==> src/rtl/uart_mem_cmd_bridge.sv <==
// Byte-stream command engine: parses R/W/B frames from the rx FIFO, issues single-word
// SDRAM requests, and streams read data or acknowledgement bytes back to the tx FIFO.
module uart_mem_cmd_bridge #(
  parameter int DATA_W      = 16,
  parameter int ADR_W       = 24,
  parameter int TIMEOUT_CYC = 1330000
) (
  input  logic              CLK_133MHZ,
  input  logic              rst,
  input  logic [7:0]        i_rx_dat,
  input  logic              i_rx_stb,
  output logic              o_rx_ack,
  output logic [7:0]        o_tx_dat,
  output logic              o_tx_stb,
  input  logic              i_tx_ack,
  output logic              o_req_stb,
  output logic              o_req_we,
  output logic [ADR_W-1:0]  o_req_adr,
  output logic [DATA_W-1:0] o_req_wdata,
  input  logic              i_req_ack,
  input  logic              i_rsp_rd_stb,
  input  logic [DATA_W-1:0] i_rsp_rd_data,
  input  logic              i_rsp_wt_stb,
  output logic              o_rsp_ack,
  output logic [3:0]        o_status,
  output logic [7:0]        o_err_cnt
);
  localparam int DB = DATA_W / 8;
  localparam int AB = (ADR_W + 7) / 8;
  localparam int TW = $clog2(TIMEOUT_CYC);
  localparam logic [TW-1:0] TMO_LAST = TW'(TIMEOUT_CYC - 1);

  localparam logic [3:0] S_IDLE = 4'd0;
  localparam logic [3:0] S_ADDR = 4'd1;
  localparam logic [3:0] S_DATA = 4'd2;
  localparam logic [3:0] S_LEN  = 4'd3;
  localparam logic [3:0] S_REQ  = 4'd4;
  localparam logic [3:0] S_WAIT = 4'd5;
  localparam logic [3:0] S_SEND = 4'd6;
  localparam logic [3:0] S_ACKB = 4'd7;
  localparam logic [3:0] S_ERRB = 4'd8;

  logic [3:0]        r_state;
  logic              r_rx_ack, r_tx_stb, r_req_stb, r_rsp_ack;
  logic [7:0]        r_tx_dat;
  logic              r_we, r_burst;
  logic [ADR_W-1:0]  r_adr;
  logic [DATA_W-1:0] r_wdata, r_rdata;
  logic [3:0]        r_fcnt;
  logic [7:0]        r_len;
  logic [TW-1:0]     r_tmo;
  logic              r_tmo_st, r_bad_st, r_done_tgl;
  logic [7:0]        r_err_cnt;

  logic              w_frame, w_rx_ok, w_rx_xfer, w_tx_xfer, w_req_xfer;
  logic              w_rsp_hit, w_rsp_xfer, w_tmo_hit;
  logic [DATA_W-1:0] w_rdata_nxt;

  assign w_frame     = (r_state == S_ADDR) || (r_state == S_DATA) || (r_state == S_LEN);
  assign w_rx_ok     = w_frame || (r_state == S_IDLE);
  assign w_rx_xfer   = r_rx_ack && i_rx_stb;
  assign w_tx_xfer   = r_tx_stb && i_tx_ack;
  assign w_req_xfer  = r_req_stb && i_req_ack;
  assign w_rsp_hit   = r_we ? i_rsp_wt_stb : i_rsp_rd_stb;
  assign w_rsp_xfer  = r_rsp_ack && w_rsp_hit;
  assign w_tmo_hit   = w_frame && !w_rx_xfer && (r_tmo == TMO_LAST);
  assign w_rdata_nxt = r_rdata << 8;

  assign o_rx_ack    = r_rx_ack;
  assign o_tx_dat    = r_tx_dat;
  assign o_tx_stb    = r_tx_stb;
  assign o_req_stb   = r_req_stb;
  assign o_req_we    = r_we;
  assign o_req_adr   = r_adr;
  assign o_req_wdata = r_wdata;
  assign o_rsp_ack   = r_rsp_ack;
  assign o_status    = {r_done_tgl, r_bad_st, r_tmo_st, (r_state != S_IDLE)};
  assign o_err_cnt   = r_err_cnt;

  always_ff @(posedge CLK_133MHZ or posedge rst) begin
    if (rst) begin
      r_state    <= S_IDLE;
      r_rx_ack   <= 1'b0;
      r_tx_stb   <= 1'b0;
      r_tx_dat   <= '0;
      r_req_stb  <= 1'b0;
      r_rsp_ack  <= 1'b0;
      r_we       <= 1'b0;
      r_burst    <= 1'b0;
      r_adr      <= '0;
      r_wdata    <= '0;
      r_rdata    <= '0;
      r_fcnt     <= '0;
      r_len      <= '0;
      r_tmo      <= '0;
      r_tmo_st   <= 1'b0;
      r_bad_st   <= 1'b0;
      r_done_tgl <= 1'b0;
      r_err_cnt  <= '0;
    end else begin
      // Acks are single-cycle pulses, so at most one byte/response per two cycles.
      r_rx_ack  <= w_rx_ok && i_rx_stb && !r_rx_ack && !w_tmo_hit;
      r_rsp_ack <= (r_state == S_WAIT) && w_rsp_hit && !r_rsp_ack;
      r_tmo     <= (w_frame && !w_rx_xfer) ? r_tmo + TW'(1) : '0;

      case (r_state)
        S_IDLE: if (w_rx_xfer) begin
          r_fcnt <= 4'(AB - 1);
          r_len  <= '0;
          case (i_rx_dat)
            8'h52: begin r_we <= 1'b0; r_burst <= 1'b0; r_state <= S_ADDR; end
            8'h57: begin r_we <= 1'b1; r_burst <= 1'b0; r_state <= S_ADDR; end
            8'h42: begin r_we <= 1'b0; r_burst <= 1'b1; r_state <= S_ADDR; end
            default: begin
              r_bad_st <= 1'b1;
              if (r_err_cnt != 8'hFF) r_err_cnt <= r_err_cnt + 8'd1;
              r_tx_dat <= 8'h45;
              r_tx_stb <= 1'b1;
              r_state  <= S_ERRB;
            end
          endcase
        end
        S_ADDR: if (w_rx_xfer) begin
          r_adr <= ADR_W'({r_adr, i_rx_dat});
          if (r_fcnt != 4'd0) begin
            r_fcnt <= r_fcnt - 4'd1;
          end else if (r_we) begin
            r_fcnt  <= 4'(DB - 1);
            r_state <= S_DATA;
          end else if (r_burst) begin
            r_state <= S_LEN;
          end else begin
            r_req_stb <= 1'b1;
            r_state   <= S_REQ;
          end
        end
        S_DATA: if (w_rx_xfer) begin
          r_wdata <= DATA_W'({r_wdata, i_rx_dat});
          if (r_fcnt != 4'd0) begin
            r_fcnt <= r_fcnt - 4'd1;
          end else begin
            r_req_stb <= 1'b1;
            r_state   <= S_REQ;
          end
        end
        S_LEN: if (w_rx_xfer) begin
          r_len     <= i_rx_dat;
          r_req_stb <= 1'b1;
          r_state   <= S_REQ;
        end
        S_REQ: if (w_req_xfer) begin
          r_req_stb <= 1'b0;
          r_state   <= S_WAIT;
        end
        S_WAIT: if (w_rsp_xfer) begin
          r_tx_stb <= 1'b1;
          if (r_we) begin
            r_tx_dat <= 8'h4B;
            r_state  <= S_ACKB;
          end else begin
            r_rdata  <= i_rsp_rd_data;
            r_tx_dat <= i_rsp_rd_data[DATA_W-1 -: 8];
            r_fcnt   <= 4'(DB - 1);
            r_state  <= S_SEND;
          end
        end
        S_SEND: if (w_tx_xfer) begin
          if (r_fcnt != 4'd0) begin
            r_rdata  <= w_rdata_nxt;
            r_tx_dat <= w_rdata_nxt[DATA_W-1 -: 8];
            r_fcnt   <= r_fcnt - 4'd1;
          end else begin
            r_tx_stb <= 1'b0;
            if (r_len != 8'd0) begin
              r_adr     <= r_adr + ADR_W'(1);
              r_len     <= r_len - 8'd1;
              r_req_stb <= 1'b1;
              r_state   <= S_REQ;
            end else begin
              r_done_tgl <= ~r_done_tgl;
              r_state    <= S_IDLE;
            end
          end
        end
        S_ACKB: if (w_tx_xfer) begin
          r_tx_stb   <= 1'b0;
          r_done_tgl <= ~r_done_tgl;
          r_state    <= S_IDLE;
        end
        S_ERRB: if (w_tx_xfer) begin
          r_tx_stb <= 1'b0;
          r_state  <= S_IDLE;
        end
        default: r_state <= S_IDLE;
      endcase

      // A stalled frame is dropped silently; only the sticky flag and counter record it.
      if (w_tmo_hit) begin
        r_tmo_st <= 1'b1;
        if (r_err_cnt != 8'hFF) r_err_cnt <= r_err_cnt + 8'd1;
        r_state  <= S_IDLE;
      end
    end
  end
endmodule

==> config.mk <==
export PLATFORM = sky130hd
export DESIGN_NAME = uart_mem_cmd_bridge
export DESIGN_NICKNAME = d
export VERILOG_FILES = /design/src/rtl/uart_mem_cmd_bridge.sv
export SDC_FILE = /design/constraint.sdc
export NUM_CORES = 1
export LEC_CHECK = 0
export CAP_MARGIN = 20
export CORE_ASPECT_RATIO = 1.25
export CORE_MARGIN = 8
export CORE_UTILIZATION = 40
export CTS_BUF_LIST = sky130_fd_sc_hd__clkbuf_4
export CTS_CLUSTER_SIZE = 10
export DETAILED_ROUTE_END_ITERATION = 6
export SYNTH_ARGS = -nofsm -noshare
export SYNTH_HDL_FRONTEND = slang
export SYNTH_SLANG_ARGS = --single-unit
export TNS_END_PERCENT = 30
==> constraint.sdc <==
create_clock -name CLK_133MHZ -period 10.25 [get_ports CLK_133MHZ]
set_clock_uncertainty 0.15 [all_clocks]
set_input_delay 2.05 -clock CLK_133MHZ [delete_from_list [all_inputs] [get_ports CLK_133MHZ]]
set_output_delay 2.05 -clock CLK_133MHZ [all_outputs]
set_load 0.01 [all_outputs]
==> insert_results.sql <==
INSERT INTO impl_metrics (metric_group, metric, value, unit) VALUES
('power', 'total_leakage_power', '0.00285', 'uW'),
('floorplan', 'initial_utilization', '40.3', '%'),
('hold_path', 'worstHoldPathType', 'flop to flop', ''),
('global_route', 'globalRoute.totalOverflow', '0', ''),
('setup_path', 'start_to_end_type_of_the_worst_setup_path', 'flop to output port', ''),
('layout', 'layout.core_utilization', '48.6', '%'),
('synthesis', 'main_combinational_cell_family_by_area_after_synthesis', 'compound AO/OA/AOI/OAI gates', ''),
('synthesis', 'syn_area_per_cell', '9.50', 'um2'),
('layout', 'final_layout_size_suffix_gt1_share', '9.05', '%'),
('layout', 'signed_area_change_from_the_synthesized_netlist_to_the_final_layout', '20.6', '%'),
('sta', 'report.final.slew_viol_count', '0', ''),
('detailed_routing', 'routed_via_density', '5.96', ''),
('sta', 'timing.max_slew.rel_slack', '27.6', '%'),
('detailed_routing', 'postRouteAntennaNets', '0', ''),
('setup_path', 'critical_path_arrival', '2.51', 'ns'),
('floorplan', 'row_count', '50', ''),
('power', 'power_density', '182', 'nW/um2'),
('layout', 'final-instance-count-excl-fill', '890', ''),
('detailed_routing', 'vias', '5306', ''),
('synthesis', 'post_synth_instance_area', '5980', 'um2'),
('detailed_routing', 'avgRoutedWirePerCell', '18.7', 'um'),
('clock_tree', 'htree_levels', '3', ''),
('detailed_routing', 'remaining_drc_errors', '0', ''),
('power', 'switching_share', '37.7', '%'),
('placed_design', 'routabilityCongestion', '0.862', ''),
('sta', 'rsz0062_at_grt', 'no', ''),
('global_route', 'global_route_wire_length_before_repair', '27400', 'um'),
('clock_tree', 'clockRootBuffer', 'sky130_fd_sc_hd__clkbuf_4', ''),
('sta', 'maxClockFrequency', '212', 'MHz'),
('synthesis', 'multiplexer_fraction_of_the_synthesized_cell_area', '5.44', '%'),
('placed_design', 'dp.final_hpwl', '11600', 'um'),
('hold_path', 'hold_depth', '1', ''),
('floorplan', 'die-height', '153', 'um'),
('power', 'net_switching_power', '495', 'uW'),
('setup_path', 'regToRegStartpoint', 'r_state[0]$_DFFE_PP0P_', ''),
('global_route', 'initial_antenna_violation_count', '1', ''),
('synthesis', 'yosys-top-cells-area', 'sky130_fd_sc_hd__dfrtp_1 (46%), sky130_fd_sc_hd__mux2_2 (4.7%), sky130_fd_sc_hd__a21oi_1 (3.9%)', ''),
('synthesis', 'xor_xnor_fraction_of_synth_area', '2.49', '%'),
('hold_path', 'timing.hold.worst.start', 'r_tmo[0]$_DFF_PP0_', ''),
('synthesis', 'synth_top_area_cell', 'sky130_fd_sc_hd__dfrtp_1', ''),
('synthesis', 'yosysUniqueCellTypes', '69', ''),
('synthesis', 'dominantRegCellSynth', 'sky130_fd_sc_hd__dfrtp_1', ''),
('sta', 'clock_period_minus_final_worst_setup_slack', '4.71', 'ns'),
('power', 'cellInternalPower', '817', 'uW'),
('layout', 'design.final.nets', '739', ''),
('detailed_routing', 'detail_route.first_pass.iterations', '5', ''),
('power', 'clock_network_power_share', '17.0', '%'),
('synthesis', 'synthesis.nets', '666', ''),
('sta', 'worst-slew-pin-transition', '1.08', 'ns'),
('synthesis', 'synth_simple_gate_area_share', '20.2', '%'),
('setup_path', 'timing.reg2reg.setup_slack', '6.85', 'ns'),
('synthesis', 'postSynth.asyncResetShare', '100', '%'),
('clock_tree', 'cts-buffers-inserted', '9', ''),
('synthesis', 'synth-edff-count', '0', ''),
('placed_design', 'placed_cell_area', '7040', 'um2'),
('setup_path', 'crit_fanout', '24', ''),
('synthesis', 'synthDominantCellAreaShare', '46.0', '%'),
('setup_path', 'timing.critical_path.to_type', 'output port', ''),
('setup_path', 'required', '8.05', 'ns'),
('setup_path', 'ff2ff_path_depth', '5', ''),
('setup_path', 'critPathLaunchType', 'flop', ''),
('clock_tree', 'post_cts_buffers', '0', ''),
('clock_tree', 'postCtsResizedCells', '0', ''),
('run_status', 'run_status', 'finished, final reports clean', ''),
('floorplan', 'io-pin-count', '96', ''),
('global_route', 'number_of_global_route_vias_before_repair', '5268', ''),
('clock_tree', 'clk_path_buf_depth', '2', ''),
('floorplan', 'coreArea', '14800', 'um2'),
('sta', 'finalSetupViolCount', '0', ''),
('setup_path', 'r2r_endpoint', 'o_err_cnt[1]$_DFF_PP0_', ''),
('clock_tree', 'tritoncts', 'done', '');
## power by group through the flow
stage	clock, uW	sequential (uW)	combinational, uW
final	223	607	482
after global routing	245	619	534
after CTS	228	604	482
after detailed placement	0	613	479
after global placement	0	610	467
after floorplan	0	587	283
## cell families after synthesis
group | after synthesis
muxes | 29
adders and majority gates | 6
DFF | 110
xor gates and xnor gates | 17
AOI/OAI and AO/OA | 183
buffers and inverters | 59
and+or+nand+nor | 225
## metrics by stage
step	power, uW	worst slack [ns]	hold slack (ns)
2_1_floorplan	870	5.15	0.291
3_3_place_gp	1080	5.21	0.309
3_5_place_dp	1090	5.13	0.314
4_1_cts	1310	5.54	0.343
5_1_grt	1400	5.36	0.365
6_report	1310	5.54	0.340
## cells in the mapped netlist (all sizes together) (3+ instances only)
cell type  instances
xor2               8
and3               6
a21o               3
nor3b              5
clkbuf            26
a21oi             47
ha                 6
nand4             18
o41ai              4
and2               5
o32ai              3
a211oi             5
a31oi              9
nor2              60
nand3             21
or2                5
inv               19
or4b               3
nor4b              4
a22o              12
a41oi              5
xnor2              9
dfrtp            110
buf               14
and4               6
o22ai              8
o21ai             40
nand2b             9
or3                7
nand2             46
mux2              28
a2bb2oi            8
o211ai             5
nor3              14
a22oi              5
nor4               9
o22a               9
## worst max-delay path by stage
| stage | start | endpoint | slack (ns) | depth (start not counted) |
|---|---|---|---|---|
| CTS | r_state[2]$_DFFE_PP0P_ | o_status[0] | 5.54 | 4 |
| global route | r_state[2]$_DFFE_PP0P_ | o_status[0] | 5.36 | 4 |
| finish | r_state[2]$_DFFE_PP0P_ | o_status[0] | 5.54 | 4 |
| floorplan | rst | o_err_cnt[0]$_DFF_PP0_ | 5.15 | 1 |
| global placement | i_rx_stb | o_err_cnt[1]$_DFF_PP0_ | 5.21 | 6 |
| detailed placement | i_rx_stb | o_err_cnt[7]$_DFF_PP0_ | 5.13 | 6 |
## layer usage
| layer | share of wire [%] | vias to the layer above | global-route usage, % | wire [um] |
|---|---|---|---|---|
| li1 | - | 2492 | - | - |
| met3 | 5.0 | 21 | 3.26 | 835 |
| met5 | 0 | - | 0 | 0 |
| met2 | 49 | 159 | 29.0 | 8180 |
| met4 | 1.5 | 0 | 5.93 | 252 |
| met1 | 44 | 2634 | 21.7 | 7380 |
## cells in the final DEF, fill, tap and decap left out, drive strengths merged, types with 3 or more instances in the layout
| master | n |
|---|---|
| dfrtp | 110 |
| clkdlybuf4s50 | 95 |
| nor2 | 60 |
| a21oi | 47 |
| nand2 | 46 |
| o21ai | 40 |
| mux2 | 28 |
| nand3 | 21 |
| inv | 20 |
| nand4 | 18 |
| nor3 | 14 |
| a22o | 12 |
| clkbuf | 11 |
| nand2b | 9 |
| a31oi | 9 |
| o22a | 9 |
| xnor2 | 9 |
| nor4 | 9 |
| a2bb2oi | 8 |
| o22ai | 8 |
| xor2 | 8 |
| or3 | 7 |
| and3 | 6 |
| and4 | 6 |
| ha | 6 |
| buf | 6 |
| nor3b | 5 |
| a41oi | 5 |
| a22oi | 5 |
| and2 | 5 |
| a211oi | 5 |
| or2 | 5 |
| o211ai | 5 |
| o41ai | 4 |
| nor4b | 4 |
| or4b | 3 |
| o32ai | 3 |
| a21o | 3 |
## critical path, stage by stage (launching register included)
cell                              delay, ns
sky130_fd_sc_hd__dfrtp_1               0.82
sky130_fd_sc_hd__or2_1                 0.32
sky130_fd_sc_hd__nor3_2                0.08
sky130_fd_sc_hd__inv_1                 0.21
sky130_fd_sc_hd__clkdlybuf4s50_1       0.62
## cell type report
class / count / area (um2) / share of cell area, %
clock buffer: 10 / 75.1 / 1.04
sequential: 110 / 2750 / 38.2
timing repair buffer: 102 / 1010 / 14.0
inverter: 19 / 73.8 / 1.02
tap: 182 / 228 / 3.16
clock inverter: 6 / 61.3 / 0.851
multi-input combinational: 460 / 3000 / 41.7
antenna: 1 / 2.50 / 0.0347
## flip-flops by register name, summed over array words and instances, names as in the netlist, 4 cells and up
signal       count
o_err_cnt        8
o_req_adr       24
o_req_wdata     16
o_tx_dat         8
r_fcnt           4
r_len            8
r_rdata          8
r_state          4
r_tmo           21
(Power assumes the default switching activity.)
